[src/rtl/pong_pkg.sv]
// Shared pong definitions: referee state encoding and the playfield
// geometry used by the ball mover, the LCD renderer and the referee.
package pong_pkg;

    typedef enum logic [2:0] {
        IDLE,
        SERVE,
        PLAY,
        SCORED,
        GAME_OVER
    } referee_state_t;

    localparam int PONG_LEFT_PADDLE_X  = 20;
    localparam int PONG_RIGHT_PADDLE_X = 220;
    localparam int PONG_PADDLE_WIDTH   = 5;
    localparam int PONG_PADDLE_LENGTH  = 40;
    localparam int PONG_BALL_SIZE      = 5;
    localparam int PONG_LEFT_GOAL_X    = 10;
    localparam int PONG_RIGHT_GOAL_X   = 230;
    localparam int PONG_WIN_SCORE      = 7;
    localparam int PONG_SERVE_DELAY    = 60;

    // Geometry compares run at this width so sums never wrap.
    localparam int PONG_CMP_W = 11;

endpackage

[src/rtl/ball_collision_referee_if.sv]
// Referee bus: ball/paddle samples and frame/start controls in,
// direction commands, ball-mover reset, scores and match result out.
// master = game/testbench side, slave = referee side.
interface ball_collision_referee_if;

    logic       frameTick;
    logic       start;
    logic [7:0] ballXValue;
    logic [8:0] ballYValue;
    logic       ballDirection;
    logic [8:0] leftPaddleY;
    logic [8:0] rightPaddleY;
    logic       changeXDirection;
    logic [1:0] changeYDirection;
    logic       ballReset;
    logic [3:0] leftScore;
    logic [3:0] rightScore;
    logic       gameOver;
    logic       winner;

    modport master (
        output frameTick, start, ballXValue, ballYValue,
        output ballDirection, leftPaddleY, rightPaddleY,
        input  changeXDirection, changeYDirection, ballReset,
        input  leftScore, rightScore, gameOver, winner
    );

    modport slave (
        input  frameTick, start, ballXValue, ballYValue,
        input  ballDirection, leftPaddleY, rightPaddleY,
        output changeXDirection, changeYDirection, ballReset,
        output leftScore, rightScore, gameOver, winner
    );

endinterface

[src/rtl/paddle_hit_detect.sv]
// Combinational ball/paddle overlap test and top/bottom half select.
// Ports: i_ball_x/i_ball_y ball corner, i_paddle_y paddle top,
// o_hit boxes overlap, o_top ball centre above paddle centre.
module paddle_hit_detect
    import pong_pkg::*;
#(
    parameter int PADDLE_X      = PONG_LEFT_PADDLE_X,
    parameter int PADDLE_WIDTH  = PONG_PADDLE_WIDTH,
    parameter int PADDLE_LENGTH = PONG_PADDLE_LENGTH,
    parameter int BALL_SIZE     = PONG_BALL_SIZE
) (
    input  logic [7:0] i_ball_x,
    input  logic [8:0] i_ball_y,
    input  logic [8:0] i_paddle_y,
    output logic       o_hit,
    output logic       o_top
);

    localparam logic [PONG_CMP_W-1:0] PX = PONG_CMP_W'(PADDLE_X);
    localparam logic [PONG_CMP_W-1:0] PW = PONG_CMP_W'(PADDLE_WIDTH);
    localparam logic [PONG_CMP_W-1:0] PL = PONG_CMP_W'(PADDLE_LENGTH);
    localparam logic [PONG_CMP_W-1:0] BS = PONG_CMP_W'(BALL_SIZE);

    logic [PONG_CMP_W-1:0] w_bx;
    logic [PONG_CMP_W-1:0] w_by;
    logic [PONG_CMP_W-1:0] w_py;
    logic                  w_x_ov;
    logic                  w_y_ov;

    assign w_bx = {3'd0, i_ball_x};
    assign w_by = {2'd0, i_ball_y};
    assign w_py = {2'd0, i_paddle_y};

    assign w_x_ov = (w_bx + BS >= PX) && (w_bx <= PX + PW);
    assign w_y_ov = (w_by + BS >= w_py) && (w_by <= w_py + PL);
    assign o_hit  = w_x_ov && w_y_ov;

    // Centres compared at double scale to stay in integers.
    assign o_top = ((w_by << 1) + BS) < ((w_py << 1) + PL);

endmodule

[src/rtl/ball_collision_referee.sv]
// Pong referee: paddle hit commands, goal detection, serve delay,
// scores and match end. Ports: clock, reset (async, active low),
// bus (slave side of ball_collision_referee_if).
module ball_collision_referee
    import pong_pkg::*;
#(
    parameter int LEFT_PADDLE_X  = PONG_LEFT_PADDLE_X,
    parameter int RIGHT_PADDLE_X = PONG_RIGHT_PADDLE_X,
    parameter int PADDLE_WIDTH   = PONG_PADDLE_WIDTH,
    parameter int PADDLE_LENGTH  = PONG_PADDLE_LENGTH,
    parameter int BALL_SIZE      = PONG_BALL_SIZE,
    parameter int LEFT_GOAL_X    = PONG_LEFT_GOAL_X,
    parameter int RIGHT_GOAL_X   = PONG_RIGHT_GOAL_X,
    parameter int WIN_SCORE      = PONG_WIN_SCORE,
    parameter int SERVE_DELAY    = PONG_SERVE_DELAY
) (
    input logic                     clock,
    input logic                     reset,
    ball_collision_referee_if.slave bus
);

    localparam int CNT_W = 16;
    localparam logic [PONG_CMP_W-1:0] L_GOAL = PONG_CMP_W'(LEFT_GOAL_X);
    localparam logic [PONG_CMP_W-1:0] R_GOAL = PONG_CMP_W'(RIGHT_GOAL_X);
    localparam logic [3:0] WIN = 4'(WIN_SCORE);
    localparam logic [CNT_W-1:0] SERVE_LAST = CNT_W'(SERVE_DELAY - 1);

    referee_state_t   r_state;
    referee_state_t   w_next;
    logic [CNT_W-1:0] r_serve_cnt;
    logic [CNT_W-1:0] w_serve_cnt;
    logic [3:0]       r_left_score;
    logic [3:0]       r_right_score;
    logic [3:0]       w_left_score;
    logic [3:0]       w_right_score;
    logic             r_lockout;
    logic             r_lock_dir;
    logic             w_lockout;
    logic             w_lock_dir;
    logic             r_chg_x;
    logic [1:0]       r_chg_y;
    logic             r_ball_reset;
    logic             r_game_over;
    logic             r_winner;
    logic             w_winner;

    logic [PONG_CMP_W-1:0] w_x;
    logic w_dir;
    logic w_goal_right;
    logic w_goal_left;
    logic w_ov_left;
    logic w_ov_right;
    logic w_top_left;
    logic w_top_right;
    logic w_hit_left;
    logic w_hit_right;
    logic w_hit;
    logic w_top;

    paddle_hit_detect #(
        .PADDLE_X      (LEFT_PADDLE_X),
        .PADDLE_WIDTH  (PADDLE_WIDTH),
        .PADDLE_LENGTH (PADDLE_LENGTH),
        .BALL_SIZE     (BALL_SIZE)
    ) u_left (
        .i_ball_x   (bus.ballXValue),
        .i_ball_y   (bus.ballYValue),
        .i_paddle_y (bus.leftPaddleY),
        .o_hit      (w_ov_left),
        .o_top      (w_top_left)
    );

    paddle_hit_detect #(
        .PADDLE_X      (RIGHT_PADDLE_X),
        .PADDLE_WIDTH  (PADDLE_WIDTH),
        .PADDLE_LENGTH (PADDLE_LENGTH),
        .BALL_SIZE     (BALL_SIZE)
    ) u_right (
        .i_ball_x   (bus.ballXValue),
        .i_ball_y   (bus.ballYValue),
        .i_paddle_y (bus.rightPaddleY),
        .o_hit      (w_ov_right),
        .o_top      (w_top_right)
    );

    assign w_x   = {3'd0, bus.ballXValue};
    assign w_dir = bus.ballDirection;

    // Goal named after the player who scores it.
    assign w_goal_right = !w_dir && (w_x < L_GOAL);
    assign w_goal_left  = w_dir && (w_x > R_GOAL);

    assign w_hit_left  = w_ov_left && !w_dir;
    assign w_hit_right = w_ov_right && w_dir;

    // A goal in the same sample beats a hit.
    assign w_hit = (r_state == PLAY) && !w_goal_right && !w_goal_left
                && !r_lockout && (w_hit_left || w_hit_right);
    assign w_top = w_hit_left ? w_top_left : w_top_right;

    always_comb begin
        w_next        = r_state;
        w_serve_cnt   = r_serve_cnt;
        w_left_score  = r_left_score;
        w_right_score = r_right_score;
        unique case (r_state)
            IDLE, GAME_OVER: begin
                if (bus.start) begin
                    w_next        = SERVE;
                    w_serve_cnt   = '0;
                    w_left_score  = 4'd0;
                    w_right_score = 4'd0;
                end
            end
            SERVE: begin
                if (bus.frameTick) begin
                    if (r_serve_cnt == SERVE_LAST) begin
                        w_next      = PLAY;
                        w_serve_cnt = '0;
                    end else begin
                        w_serve_cnt = r_serve_cnt + 1'b1;
                    end
                end
            end
            PLAY: begin
                if (w_goal_right) begin
                    w_next        = SCORED;
                    w_right_score = r_right_score + 4'd1;
                end else if (w_goal_left) begin
                    w_next       = SCORED;
                    w_left_score = r_left_score + 4'd1;
                end
            end
            SCORED: begin
                if (r_left_score == WIN || r_right_score == WIN) begin
                    w_next = GAME_OVER;
                end else begin
                    w_next = SERVE;
                end
            end
            default: w_next = IDLE;
        endcase
    end

    // Only the score just incremented can have reached WIN.
    always_comb begin
        w_winner = 1'b0;
        if (w_next == GAME_OVER) begin
            w_winner = (r_state == GAME_OVER) ? r_winner
                     : (r_left_score == WIN);
        end
    end

    // One pulse per reversal: re-armed only by a direction change.
    always_comb begin
        w_lockout  = r_lockout;
        w_lock_dir = r_lock_dir;
        if (w_hit) begin
            w_lockout  = 1'b1;
            w_lock_dir = w_dir;
        end else if (r_lockout && (w_dir != r_lock_dir)) begin
            w_lockout = 1'b0;
        end
    end

    always_ff @(posedge clock or negedge reset) begin
        if (!reset) begin
            r_state       <= IDLE;
            r_serve_cnt   <= '0;
            r_left_score  <= 4'd0;
            r_right_score <= 4'd0;
            r_lockout     <= 1'b0;
            r_lock_dir    <= 1'b0;
            r_chg_x       <= 1'b0;
            r_chg_y       <= 2'b00;
            r_ball_reset  <= 1'b1;
            r_game_over   <= 1'b0;
            r_winner      <= 1'b0;
        end else begin
            r_state       <= w_next;
            r_serve_cnt   <= w_serve_cnt;
            r_left_score  <= w_left_score;
            r_right_score <= w_right_score;
            r_lockout     <= w_lockout;
            r_lock_dir    <= w_lock_dir;
            r_chg_x       <= w_hit;
            r_chg_y       <= w_hit ? (w_top ? 2'b10 : 2'b01) : 2'b00;
            r_ball_reset  <= (w_next != PLAY);
            r_game_over   <= (w_next == GAME_OVER);
            r_winner      <= w_winner;
        end
    end

    assign bus.changeXDirection = r_chg_x;
    assign bus.changeYDirection = r_chg_y;
    assign bus.ballReset        = r_ball_reset;
    assign bus.leftScore        = r_left_score;
    assign bus.rightScore       = r_right_score;
    assign bus.gameOver         = r_game_over;
    assign bus.winner           = r_winner;

endmodule
[src/flat_wrapper.sv]
// flat-port wrapper written by rule: the top's interface ports become plain ports
module ball_collision_referee_flat import pong_pkg::*;
#(
    parameter int LEFT_PADDLE_X  = PONG_LEFT_PADDLE_X,
    parameter int RIGHT_PADDLE_X = PONG_RIGHT_PADDLE_X,
    parameter int PADDLE_WIDTH   = PONG_PADDLE_WIDTH,
    parameter int PADDLE_LENGTH  = PONG_PADDLE_LENGTH,
    parameter int BALL_SIZE      = PONG_BALL_SIZE,
    parameter int LEFT_GOAL_X    = PONG_LEFT_GOAL_X,
    parameter int RIGHT_GOAL_X   = PONG_RIGHT_GOAL_X,
    parameter int WIN_SCORE      = PONG_WIN_SCORE,
    parameter int SERVE_DELAY    = PONG_SERVE_DELAY
)
  (clock, reset, bus_frameTick, bus_start, bus_ballXValue, bus_ballYValue, bus_ballDirection, bus_leftPaddleY, bus_rightPaddleY, bus_changeXDirection, bus_changeYDirection, bus_ballReset, bus_leftScore, bus_rightScore, bus_gameOver, bus_winner);
  ball_collision_referee_if bus_i ();
  input logic clock;
  input logic reset;
  input wire logic [$bits(bus_i.frameTick)-1:0] bus_frameTick;
  input wire logic [$bits(bus_i.start)-1:0] bus_start;
  input wire logic [$bits(bus_i.ballXValue)-1:0] bus_ballXValue;
  input wire logic [$bits(bus_i.ballYValue)-1:0] bus_ballYValue;
  input wire logic [$bits(bus_i.ballDirection)-1:0] bus_ballDirection;
  input wire logic [$bits(bus_i.leftPaddleY)-1:0] bus_leftPaddleY;
  input wire logic [$bits(bus_i.rightPaddleY)-1:0] bus_rightPaddleY;
  output wire logic [$bits(bus_i.changeXDirection)-1:0] bus_changeXDirection;
  output wire logic [$bits(bus_i.changeYDirection)-1:0] bus_changeYDirection;
  output wire logic [$bits(bus_i.ballReset)-1:0] bus_ballReset;
  output wire logic [$bits(bus_i.leftScore)-1:0] bus_leftScore;
  output wire logic [$bits(bus_i.rightScore)-1:0] bus_rightScore;
  output wire logic [$bits(bus_i.gameOver)-1:0] bus_gameOver;
  output wire logic [$bits(bus_i.winner)-1:0] bus_winner;
  assign bus_i.frameTick = bus_frameTick;
  assign bus_i.start = bus_start;
  assign bus_i.ballXValue = bus_ballXValue;
  assign bus_i.ballYValue = bus_ballYValue;
  assign bus_i.ballDirection = bus_ballDirection;
  assign bus_i.leftPaddleY = bus_leftPaddleY;
  assign bus_i.rightPaddleY = bus_rightPaddleY;
  assign bus_changeXDirection = bus_i.changeXDirection;
  assign bus_changeYDirection = bus_i.changeYDirection;
  assign bus_ballReset = bus_i.ballReset;
  assign bus_leftScore = bus_i.leftScore;
  assign bus_rightScore = bus_i.rightScore;
  assign bus_gameOver = bus_i.gameOver;
  assign bus_winner = bus_i.winner;
  ball_collision_referee #(.LEFT_PADDLE_X(LEFT_PADDLE_X), .RIGHT_PADDLE_X(RIGHT_PADDLE_X), .PADDLE_WIDTH(PADDLE_WIDTH), .PADDLE_LENGTH(PADDLE_LENGTH), .BALL_SIZE(BALL_SIZE), .LEFT_GOAL_X(LEFT_GOAL_X), .RIGHT_GOAL_X(RIGHT_GOAL_X), .WIN_SCORE(WIN_SCORE), .SERVE_DELAY(SERVE_DELAY)) u_core (.clock(clock), .reset(reset), .bus(bus_i));
endmodule
[config.mk]
export PLATFORM = sky130hd
export DESIGN_NAME = ball_collision_referee_flat
export DESIGN_NICKNAME = d
export VERILOG_FILES = /design/src/rtl/pong_pkg.sv /design/src/rtl/ball_collision_referee_if.sv /design/src/rtl/paddle_hit_detect.sv /design/src/rtl/ball_collision_referee.sv /design/src/flat_wrapper.sv
export SDC_FILE = /design/constraint.sdc
export NUM_CORES = 1
export LEC_CHECK = 0
export ABC_CLOCK_PERIOD_IN_PS = 2550
export CAP_MARGIN = 15
export CORE_AREA = 3 3 104 76
export DETAILED_ROUTE_END_ITERATION = 8
export DIE_AREA = 0 0 107 79
export PLACE_DENSITY = 0.89
export SLEW_MARGIN = 10
export SYNTH_ARGS = -nofsm -noshare
export SYNTH_HDL_FRONTEND = slang
export SYNTH_HIERARCHICAL = 1
export SYNTH_SLANG_ARGS = --single-unit
[constraint.sdc]
create_clock -name clock -period 2.55 [get_ports clock]
set_input_delay 0.51 -clock clock [delete_from_list [all_inputs] [get_ports clock]]
set_output_delay 0.51 -clock clock [all_outputs]
set_load 0.1 [all_outputs]
* Word-level counts from Yosys, hierarchy flattened *
Cells that the tools add are included.

storage, ports and cells
  word-level logic and storage cells = 102
  bits of input ports = 40
  register bits after elaboration = 35
  output and inout bits = 14

operators by class
  multiplexer cells = 24
  equal/unequal tests = 16
  reductions and logical operators = 29
  order comparisons = 12
  $add $sub $neg = 10

operators with widths
  cell                                                                                  count
  16-bit two-way mux                                                                    3
  16-bit one-hot mux with 2 select lines                                                1
  10-bit by 6-bit adder with 11-bit output, second input constant                       2
  11-bit < comparator                                                                   2
  9-bit by 6-bit adder with 10-bit output, second input constant                        2
  9-bit by 10-bit <= comparator with 1-bit output                                       2
  3-bit two-way mux                                                                     6
  16-bit by 1-bit adder with 16-bit output, second input constant                       1
  16-bit by 6-bit equality test with 1-bit output, second input constant                1
  4-bit two-way mux                                                                     4
  4-bit one-hot mux with 2 select lines                                                 2
  1-bit logical AND                                                                     15
  3-bit one-hot mux with 4 select lines                                                 1
  10-bit by 3-bit adder with 11-bit output, second input constant                       1
  11-bit by 5-bit greater-or-equal comparator with 1-bit output, second input constant  1
  11-bit by 8-bit greater-or-equal comparator with 1-bit output, second input constant  1
  11-bit by 9-bit greater-or-equal comparator with 1-bit output                         1
  9-bit by 3-bit adder with 10-bit output, second input constant                        1
  10-bit by 9-bit greater-or-equal comparator with 1-bit output                         1
  8-bit by 3-bit adder with 9-bit output, second input constant                         1
  4-bit by 1-bit adder with 4-bit output, second input constant                         2
  4-bit by 3-bit equality test with 1-bit output, second input constant                 2
  8-bit > comparator, second input constant                                             1
  8-bit by 5-bit <= comparator with 1-bit output, second input constant                 1
  18 further kinds                                                                      36

* Depth between registers and ports, before layout *
  depth in word-level cells = 8
  depth in mapped cells = 15
  mapped depth without buffers = 15

* Modules after synthesis *
The synthesis kept the hierarchy.

modules (own cells, without submodules)
  module                              times used  area each (µm²)  cells each
  ball_collision_referee              1           1848.0           190
  paddle_hit_detect (u_core.u_right)  1           1071.0           146
  paddle_hit_detect (u_core.u_left)   1           1054.8           141

* Worst setup path before layout *
Ideal clock, no wire load.

  path type = input to register
  from = in bus_ballYValue[0]
  to = reg u_core.r_lock_dir
  path slack = -635 ps
  library setup time = 125 ps
  data arrival time = 3060 ps
  stages on the path = 13
  path buffers = 0
  cell sequence = ha_1 o21ai_0 nor2_1 xor2_1 ha_1 nand2_1 nor4_1 o21ai_0 a221oi_2 nand2_1 a211o_1 a211oi_4 mux2_4

on the way
  word-level cells in the longest chain between the ends = 7
  elaborated cells between the ends (all ways) = 13
  those cells by class = 1 x add/sub; 4 x order compare; 8 x reduce/logical

RTL lines
  element                                                        line                           RTL
  start, declared                                                flat_wrapper.sv:21             input wire logic [$bits(bus_i.ballYValue)-1:0] bus_ballYValue;
  9-bit by 3-bit adder with 10-bit output                        paddle_hit_detect.sv:35        assign w_y_ov = (w_by + BS >= w_py) && (w_by <= w_py + PL);
  11-bit by 9-bit greater-or-equal comparator with 1-bit output  paddle_hit_detect.sv:35
  1-bit logical AND (*)                                          paddle_hit_detect.sv:35
  1-bit logical AND (*)                                          paddle_hit_detect.sv:36        assign o_hit = w_x_ov && w_y_ov;
  net u_core.w_ov_right                                          ball_collision_referee.sv:52   logic w_ov_right;
  1-bit logical AND (*)                                          ball_collision_referee.sv:94   assign w_hit_right = w_ov_right && w_dir;
  1-bit logical OR (*)                                           ball_collision_referee.sv:98   && !r_lockout && (w_hit_left || w_hit_right);
  1-bit logical AND (*)                                          ball_collision_referee.sv:98
  net u_core.w_hit                                               ball_collision_referee.sv:57   logic w_hit;
  end signal, assigned                                           ball_collision_referee.sv:185  r_lock_dir <= w_lock_dir;
  end, declared                                                  ball_collision_referee.sv:37   logic r_lock_dir;

Mark *: on every way through the listed nets, which the timed path passes. The rest lies on a longest branch.
A chain may end at the register's enable or synchronous reset.

* Worst setup path in the final report *
  from = in bus_ballYValue[4]
  to = reg u_core.r_lock_dir

on the way
  word-level cells in the longest chain between the ends = 7
  elaborated cells between the ends (all ways) = 13
  those cells by class = 1 x add/sub; 4 x order compare; 8 x reduce/logical

RTL lines
  element                                                        line                          RTL
  9-bit by 3-bit adder with 10-bit output                        paddle_hit_detect.sv:35
  10-bit by 9-bit greater-or-equal comparator with 1-bit output  paddle_hit_detect.sv:35
  1-bit logical AND (*)                                          paddle_hit_detect.sv:35
  1-bit logical AND (*)                                          paddle_hit_detect.sv:36
  net u_core.w_ov_left                                           ball_collision_referee.sv:51  logic w_ov_left;
  1-bit logical AND (*)                                          ball_collision_referee.sv:93  assign w_hit_left = w_ov_left && !w_dir;
  1-bit logical OR (*)                                           ball_collision_referee.sv:98
  1-bit logical AND (*)                                          ball_collision_referee.sv:98
  net u_core.w_hit                                               ball_collision_referee.sv:57

Marked as above.

==> flow_summary.yaml <==
run_status:
  outcome: "complete, but fails checks"
  violations: "negative setup slack"
clock_network:
  tritoncts: "built"
  hold_buffers: 0
  root_buffer: "clkbuf_8"
  cts_buffers: 5
  htree_num_levels: 2
  clock_latency_ps: 310
  path_clk_slew_ps: 90
  clock-sinks: 35
  clk_path_buf_depth: 2
pwr:
  power.density_nw_per_um2: 365
  irDropWorstVdd_uv: 231
  power_leakage_uw: 0.00273
global_route:
  grt_overflow: 0
  antenna_found_initial: 0
  grt_pass1_wl_um: 21200
  grt_use_total_pct: 31.6
  grt_pass1_vias: 4430
  grt_max_degree: 36
logic_synthesis:
  ys_warn_count: 6
  syn_area_per_cell_um2: 8.33
  netlist.area_leader.share_pct: 21.7
  synth_area_um2: 3970
  syn_nets: 586
  async_flop_share_pct: 100
  synth_area_leaders: "ha_1, dfrtp_1, xnor2_1"
  yosysTopAreaCell: "ha_1"
  synth_edf_count: 0
  synthCells: 477
  synth-main-ff-cell: "dfrtp_1"
  synth-seq-cells: 35
  yosysSeqAreaShare_pct: 22.1
  ys_types: 59
placed_design:
  portBuffers: 53
  dpl.cell_count: 713
  placed_area_um2: 5300
  globalplace.congestion: 0.938
  dp_hpwl_um: 9570
sta:
  setup-violations-final: 5
  hold_viol: 0
  maxSlewHeadroom_pct: 39.6
  tightest_slew_ps: 900
  rsz0062_at_grt: "yes"
  fin_skew_ps: 15.9
  holdWs_ps: 546
  tns_ps: -3650
  drv_slew: 0
  post-route-period-util_pct: 132
  min_period_ps: 3370
  fmax_ghz: 0.297
  setup_slack_ps: -816
floorplanning:
  die-area_um2: 8450
  num_rows: 25
  die_w_um: 107
  die_h_um: 79
  core_um2: 6850
  ios: 54
  initial_core_util_pct: 58.0
finish:
  antenna_cells: 0
  synthToLayoutAreaGrowth_pct: 41.4
  final_area_um2: 5620
  drive_gt1_share_pct: 29.7
  final_cells: 728
  fin_util_pct: 82.0
  final_nets: 742
drt:
  wl_per_cell_um: 20.4
  first_iter_violations: 624
  wirelength_um: 14800
  viasPerCell: 6.45
  firstDrtPassIters: 9
  antenna_left: 0
  post-route-drc-count: 0
  vias: 4693
worst_setup_path:
  worst_ep_required_time_ps: 2750
  critical_path_class: "input pin to register"
  arrival_ps: 3570
  start_kind: "input pin"
  worstPathMaxFanout: 6
  cp-end-kind: "register"
run:
  maxCapViolCount: 0
min_path:
  hold_class: "register to register"
==> critical path, stage by stage <==
cell	delay (ps)
clkbuf_2	150
buf_4	170
buf_4	170
nand4_1	200
nor2_1	220
xor2_1	110
ha_1	360
a21oi_1	100
o21ai_1	150
a31oi_2	80
a211oi_2	230
nand2b_1	120
a211o_1	350
a211oi_4	300
mux2_4	330
==> through the flow <==
step	total power [uW]	setup WS, ps
floorplan	1050	-579
global placement	1370	-1270
detailed placement	1410	-1380
CTS	1940	-591
global route	2140	-785
finish	2050	-816
==> kinds of logic (layout without fill, tap and decap cells) <==
family	after synthesis	after routing	share of synthesized area, %
mux	5	5	1.45
compound gates	108	108	17.3
fa+ha+maj	69	69	21.7
xor+xnor	49	49	10.8
flops	35	35	22.1
simple gates	168	168	22.2
buf+inv	43	200	4.50
==> cell usage after synthesis (2+ instances only) <==
cell type	instances
nor2_1	41
or4_1	5
or2_2	3
o21bai_1	2
nand4_1	17
mux2i_1	2
nor4b_1	2
ha_1	69
xor2_1	22
nor3_1	4
xnor2_1	27
a21oi_1	24
inv_1	33
a211oi_1	3
o211ai_1	2
and4b_1	2
clkbuf_2	3
a31oi_1	14
and2_1	2
o21ai_0	33
a41oi_1	2
a21o_1	5
buf_2	2
and3_1	5
o32ai_1	2
o31ai_1	3
mux2_2	2
and4_1	4
nor3b_1	2
nand2_1	45
nor2b_1	4
o22ai_1	3
clkbuf_1	3
nand3_1	14
o21a_1	5
dfrtp_1	34
nand2b_1	6
nor4_1	4
a211oi_2	2
==> final cells by class <==
type                       instances  area [um^2]
sequential                        35          877
inverter                          33          126
clock buffer                       5         68.8
fill                             367         1230
multi-input combinational        399         3110
timing repair buffer             159         1270
clock inverter                     3         43.8
tap                               94          118
==> worst paths after layout <==
check | from | endpoint | slack [ps] | cells past startpoint
worst max register to register | u_core/r_serve_cnt[0]$_DFFE_PN0P_ | u_core/r_serve_cnt[10]$_DFFE_PN0P_ | 410 | 7
max in group asynchronous | reset | u_core/bus.ballReset$_DFF_PN1_ | 1590 | 2
worst min-delay path | u_core/r_lockout$_DFFE_PN0P_ | u_core/r_lockout$_DFFE_PN0P_ | 550 | 1
worst min register to register | u_core/r_lockout$_DFFE_PN0P_ | u_core/r_lockout$_DFFE_PN0P_ | 550 | 1
min in group asynchronous | reset | u_core/bus.rightScore[1]$_DFFE_PN0P_ | 610 | 2
worst max-delay path | bus_ballYValue[4] | u_core/r_lock_dir$_DFFE_PN0P_ | -820 | 15
==> routing by layer <==
layer  part of all wire (%)  up-vias  global-route usage [%]  wire length, um
li1                       -     2039                       -                -
met1                     38     2145                    41.5             5660
met2                     44      389                    52.2             6580
met3                     11      120                    5.28             1610
met4                    6.7        0                    12.8              991
met5                      0        -                       0                0
==> sequential cells by signal (all words and copies together) (netlist names) <==
register / count
u_core/r_serve_cnt: 16
u_core/bus.leftScore: 4
u_core/bus.rightScore: 4
u_core/r_state: 3
u_core/bus.changeYDirection: 2
u_core/bus.ballReset: 1
u_core/bus.changeXDirection: 1
u_core/bus.gameOver: 1
u_core/bus.winner: 1
u_core/r_lock_dir: 1
u_core/r_lockout: 1
==> power breakdown <==
part           switching, uW  internal (uW)  total, uW
combinational            468            408        876
sequential              60.2            593        653
clock                    230            291        521
==> repair_timing <==
| item | 4_1_cts | 5_1_grt |
|---|---|---|
| pin swaps | 23 | 27 |
| gates resized for setup | 57 | 46 |
| endpoints found under the setup margin | 5 | 5 |
| setup buffers | 6 | 1 |
==> placed cells by master, fill, tap and decap left out, drive strengths merged, types with 22 or more instances in the layout <==
cell type / synthesis / routed
nand2: 45 / 45
inv: 33 / 33
xnor2: 27 / 27
ha: 69 / 69
a21oi: 24 / 24
xor2: 22 / 22
dfrtp: 34 / 34
buf: 4 / 126
o21ai: 34 / 34
nor2: 41 / 41
Power figures use the tool's default switching activity.
